==> config.mk <==
export PLATFORM = sky130hd
export DESIGN_NAME = uart_frame_assembler
export DESIGN_NICKNAME = d
export VERILOG_FILES = /design/src/rtl/uart_frame_pkg.sv /design/src/rtl/uart_frame_assembler_timer.sv /design/src/rtl/uart_frame_assembler.sv
export SDC_FILE = /design/constraint.sdc
export NUM_CORES = 1
export LEC_CHECK = 0
export CAP_MARGIN = 0
export CORE_MARGIN = 2
export CORE_UTILIZATION = 40
export DETAILED_ROUTE_END_ITERATION = 8
export SLEW_MARGIN = 10
export SYNTH_ARGS = -nofsm -noshare
export SYNTH_HDL_FRONTEND = slang
export SYNTH_SLANG_ARGS = --single-unit
==> constraint.sdc <==
create_clock -name clk -period 1.8 [get_ports clk]
set_input_delay 0.18 -clock clk [delete_from_list [all_inputs] [get_ports clk]]
set_output_delay 0.18 -clock clk [all_outputs]
set_load 0.03 [all_outputs]
==> src/rtl/uart_frame_pkg.sv <==
// Shared defaults, derived widths and the assembly FSM state type for the
// UART frame assembler.
package uart_frame_pkg;

   localparam int DBITS_DEF          = 8;
   localparam int FRAME_BYTES_DEF    = 16;
   localparam int TIMEOUT_CYCLES_DEF = 1_033_400;
   localparam int CNT_W_DEF          = $clog2(FRAME_BYTES_DEF + 1);

   typedef enum logic {
      FILL = 1'b0,
      WAIT = 1'b1
   } asm_state_e;

endpackage

==> src/rtl/uart_frame_assembler_timer.sv <==
// Loadable down-counter for the inter-byte timeout; expire pulses on the
// enabled cycle that finds the count exhausted. Used only with UART_FRAME_TIMEOUT_EN.
module frame_timeout_timer #(
   parameter int unsigned LOAD_VALUE = 1
) (
   input  logic clk,
   input  logic reset,
   input  logic clear,
   input  logic enable,
   output logic expire
);

   localparam int W = (LOAD_VALUE > 0) ? $clog2(LOAD_VALUE + 1) : 1;

   logic [W-1:0] remain_q;
   logic [W-1:0] remain_d;

   // Clear takes priority so an arriving byte always beats the expiry.
   assign expire = enable && !clear && (remain_q == '0);

   always_comb begin
      remain_d = remain_q;
      if (clear || expire) begin
         remain_d = W'(LOAD_VALUE);
      end else if (enable) begin
         remain_d = remain_q - W'(1);
      end
   end

   always_ff @(posedge clk) begin
      if (reset) begin
         remain_q <= W'(LOAD_VALUE);
      end else begin
         remain_q <= remain_d;
      end
   end

endmodule

==> src/rtl/uart_frame_assembler.sv <==
// Packs FRAME_BYTES UART characters into one double-buffered frame with a
// valid/ready output. Optional stale-frame flush: define UART_FRAME_TIMEOUT_EN.
module uart_frame_assembler
   import uart_frame_pkg::*;
#(
   parameter int DBITS          = DBITS_DEF,
   parameter int FRAME_BYTES    = FRAME_BYTES_DEF,
   parameter int TIMEOUT_CYCLES = TIMEOUT_CYCLES_DEF
) (
   input  logic                               clk,
   input  logic                               reset,
   input  logic                               rx_byte_valid,
   input  logic [DBITS-1:0]                   rx_byte,
   output logic [FRAME_BYTES*DBITS-1:0]       frame,
   output logic                               frame_valid,
   input  logic                               frame_ready,
   output logic [$clog2(FRAME_BYTES+1)-1:0]   byte_count,
   output logic                               overrun,
   output logic                               timeout_flush
);

   localparam int FW    = FRAME_BYTES * DBITS;
   localparam int CNT_W = $clog2(FRAME_BYTES + 1);
   localparam logic [CNT_W-1:0] LAST_LANE = CNT_W'(FRAME_BYTES - 1);
   localparam logic [CNT_W-1:0] FULL_CNT  = CNT_W'(FRAME_BYTES);

   asm_state_e       state_q,   state_d;
   logic [CNT_W-1:0] count_q,   count_d;
   logic [FW-1:0]    asm_q,     asm_d;
   logic [FW-1:0]    frame_q,   frame_d;
   logic             valid_q,   valid_d;
   logic             overrun_q, overrun_d;
   logic             flush_q,   flush_d;

   logic [FW-1:0]    asm_written;
   logic             handshake;
   logic             out_free;
   logic             expire;

   assign handshake = valid_q && frame_ready;
   assign out_free  = !valid_q || handshake;

   // asm with the incoming byte dropped into the lane selected by count_q.
   for (genvar gi = 0; gi < FRAME_BYTES; gi++) begin : g_lane
      assign asm_written[gi*DBITS +: DBITS] =
         (count_q == CNT_W'(gi)) ? rx_byte : asm_q[gi*DBITS +: DBITS];
   end

`ifdef UART_FRAME_TIMEOUT_EN
   logic tmr_clear;
   logic tmr_enable;

   assign tmr_clear  = rx_byte_valid || (count_q == '0) || (state_q == WAIT);
   assign tmr_enable = (state_q == FILL);

   frame_timeout_timer #(
      .LOAD_VALUE (TIMEOUT_CYCLES - 1)
   ) u_timer (
      .clk    (clk),
      .reset  (reset),
      .clear  (tmr_clear),
      .enable (tmr_enable),
      .expire (expire)
   );
`else
   assign expire = 1'b0;
`endif

   always_comb begin
      state_d   = state_q;
      count_d   = count_q;
      asm_d     = asm_q;
      frame_d   = frame_q;
      valid_d   = valid_q && !handshake;
      overrun_d = overrun_q;
      flush_d   = 1'b0;

      case (state_q)
         FILL: begin
            if (rx_byte_valid) begin
               asm_d = asm_written;
               if (count_q == LAST_LANE) begin
                  if (out_free) begin
                     frame_d = asm_written;
                     valid_d = 1'b1;
                     count_d = '0;
                  end else begin
                     count_d = FULL_CNT;
                     state_d = WAIT;
                  end
               end else begin
                  count_d = count_q + CNT_W'(1);
               end
            end else if (expire) begin
               count_d = '0;
               flush_d = 1'b1;
            end
         end
         WAIT: begin
            if (handshake) begin
               frame_d = asm_q;
               valid_d = 1'b1;
               state_d = FILL;
               if (rx_byte_valid) begin
                  asm_d   = {asm_q[FW-1:DBITS], rx_byte};
                  count_d = CNT_W'(1);
               end else begin
                  count_d = '0;
               end
            end else if (rx_byte_valid) begin
               overrun_d = 1'b1;
            end
         end
         default: begin
            state_d = FILL;
         end
      endcase
   end

   always_ff @(posedge clk) begin
      if (reset) begin
         state_q   <= FILL;
         count_q   <= '0;
         asm_q     <= '0;
         frame_q   <= '0;
         valid_q   <= 1'b0;
         overrun_q <= 1'b0;
         flush_q   <= 1'b0;
      end else begin
         state_q   <= state_d;
         count_q   <= count_d;
         asm_q     <= asm_d;
         frame_q   <= frame_d;
         valid_q   <= valid_d;
         overrun_q <= overrun_d;
         flush_q   <= flush_d;
      end
   end

   assign frame         = frame_q;
   assign frame_valid   = valid_q;
   assign byte_count    = count_q;
   assign overrun       = overrun_q;
   assign timeout_flush = flush_q;

endmodule

==> run_results.csv <==
group,metric,value,unit
clocking,root_buffer,"clkbuf_16",
synth,synth_flop_cell,"dfxtp_1",
drt,ant_nets,0,
power_and_ir_drop,pwr-share-comb,4.4,%
drt,wl_met3,1430,um
power_and_ir_drop,clkPwrFrac,46.4,%
global_routing,grt_pass1_wl,43400,um
finish,fill_cells,2291,
clocking,cts_htree_levels,1,
floorplan,core_area,25200,um^2
timing,skew,0.0237,ns
drt,wl_per_cell,16.4,um
clocking,clk_pin_slew,0.06,ns
global_routing,grt_max_degree,73,
timing,min_period,1.77,ns
finish,nets,1363,
worst_setup_path,cp_cell_sequence,"clkdlybuf4s50_1",
synth,yosys.area.top_type_share,51.4,%
drt,met2_length,12300,um
synth,synth_cells,1192,
worst_setup_path,critPathTopFamily,"buffers and inverters",
finish,stdcell_area,13700,um^2
synth,synthDistinctLibCells,40,
worst_setup_path,crit_fanout,2,
placed_design,gp_congestion,0.786,
placed_design,dp_hpwl,17000,um
finish,regArea,5300,um^2
floorplan,pin_count,148,
synth,syn_nets,1208,
power_and_ir_drop,vdd_drop_max,0.000605,V
floorplan,fp-row-count,58,
worst_setup_path,critPathCaptureType,"output port",
placed_design,placed_cell_area,12600,um^2
drt,drc_errors,0,
synth,synthTopCellsByArea,"dfxtp_1 51%, a21oi_1 9.3%, mux2i_1 7.0%",
timing,slew_viol_final,0,
power_and_ir_drop,p_seq_share,49.3,%
timing,clock.fmax,0.566,GHz
hold_path,hold_class,"in -> reg",
finish,final_common_cell,"dfxtp_1",
drt,postRouteWirelength,27700,um
worst_setup_path,worstPathArrival,1.59,ns
drt,highest_layer,"met4",
global_routing,track_usage,19.9,%
drt,vias_per_cell,5.17,
timing,setup_violations,0,
floorplan,die_y,164,um
placed_design,port_buffers,146,
clocking,clk_latency,0.54,ns
worst_setup_path,crit_path_max_incr_delay,0.69,ns
worst_setup_path,start_kind,"flip-flop",
global_routing,grt_overflow_total,0,
synth,yosys_warnings,0,
floorplan,chipWidth,164,um
worst_setup_path,crit_required,1.62,ns
worst_setup_path,path_buf_inv,1,
flow_run,cap_viol_max_count,0,
timing,fin_crit_sh,98.1,%
power_and_ir_drop,intPower,0.00933,W
clocking,clockBufferDepth,3,
finish,n_antenna_cell,0,
floorplan,start_util,40.8,%
synth,yosysSeqAreaShare,51.4,%
synth,synth-edff-count,0,
synth,yosysTopAreaCell,"dfxtp_1",
floorplan,die_area,27000,um^2
drt,dr.first_iter.drc_count,594,
power_and_ir_drop,cellLeakagePower,5.30,nW
finish,mostFrequentLayoutCells,"258 x dfxtp_1, 185 x a21oi_1, 168 x nor2_1",
worst_setup_path,critical_path_class,"reg -> out",
clocking,hold_buffers,0,
placed_design,pre_cts_ws,-0.164,ns
timing,hold_viol_final,0,
power_and_ir_drop,p_per_area,872,nW/um^2
synth,synth-seq-cells,264,
clocking,numCtsBuffers,28,
global_routing,grt_pass1_vias,8128,
drt,firstDrtPassIters,5,
power_and_ir_drop,p_sw,0.00262,W
finish,multi_input_area,4630,um^2
drt,vias,8755,
finish,area_growth,33.4,%
clocking,clock-sinks,264,
synth,syn_avg_cell_area,8.62,um^2
finish,fin_util,54.4,%
synth,async_reset_ff_share,0,%
synth,syn_area,10300,um^2
worst_setup_path,cp_slowest_cell,"clkdlybuf4s50_1",
timing,setup_slack,0.0340,ns
global_routing,antenna_found_initial,0,
outcome,outcome,"finished, final reports clean",
finish,drive_gt1_share,12.8,%
clocking,cts_tree,"done",
drt,met1_length,13500,um
power_and_ir_drop,swShare,21.9,%
-- metal layers --
metal  global-route usage (%)  vias to the layer above
li1                         -                     4419
met1                     28.5                     4100
met2                     31.1                      200
met3                     3.18                       36
met4                     5.06                        0
met5                        0                        -
-- cell families (layout without fill, tap and decap cells) --
kind of cell,count (synthesis),in the layout,synth area share [%]
xor+xnor,1,1,0.0852
mux,72,72,7.01
simple gates,448,448,20.5
flops,264,264,51.4
other cells,1,1,0.0365
buf+inv,107,278,4.59
compound gates,295,295,15.9
fa+ha+maj,4,4,0.487
-- cell usage after synthesis (all sizes together), types with 2 or more instances --
cell type    n
dfxtp      264
inv          4
nor2b        4
o21ai       67
nor4b        2
nor3        98
a211oi      33
nand3       35
nor2       176
clkbuf      68
ha           4
mux2i       72
nand2b      18
nand2      106
a21oi      190
buf         35
-- power groups by stage --
stage               clock, W  sequential (W)  combinational [W]
floorplan                  0         0.00602           0.000268
global placement           0         0.00602           0.000509
detailed placement         0         0.00602           0.000511
CTS                  0.00563         0.00589           0.000510
global route         0.00588         0.00589           0.000557
finish               0.00554         0.00589           0.000522
-- layout make-up --
class	instances	area share, %
repair buffers	228	18.1
clock inverters	8	0.657
clock buffers	38	5.69
well taps	330	3.01
flip-flops and latches	264	38.7
inverters	4	0.110
multi-input cells	821	33.8
-- repair_timing --
item,4_1_cts,5_1_grt
endpoints found under the setup margin,36,136
gates cloned,0,4
resized for setup,20,36
setup buffers,0,5
pin swaps,0,3
hold endpoints to repair,0,0
-- sequential cells by signal, indices dropped and copies added, names as in the netlist --
register	flops
byte_count	5
state_q	1
overrun	1
asm_q	128
frame_valid	1
frame	128
-- through the flow --
stage | instances | hold WS [ns] | setup TNS [ns] | total power (W)
3_5_place_dp | 1638 | 0.450 | -20.96 | 0.00653
4_1_cts | 1684 | 0.159 | -0.00909 | 0.0120
5_1_grt | 1693 | 0.207 | -0.00448 | 0.0123
3_3_place_gp | 1638 | 0.446 | -15.02 | 0.00653
2_1_floorplan | 1192 | 0.276 | 0 | 0.00629
6_report | 1693 | 0.182 | 0 | 0.0120
-- final timing paths --
kind	cells after the start	endpoint	slack, ns	from
setup / recovery	1	frame[125]	0.03	frame[125]
hold / removal	2	asm_q[125]	0.18	reset
setup reg to reg	5	frame[76]	0.07	state_q
hold reg to reg	2	asm_q[18]	0.46	asm_q[18]
Power figures use the tool's default switching activity.
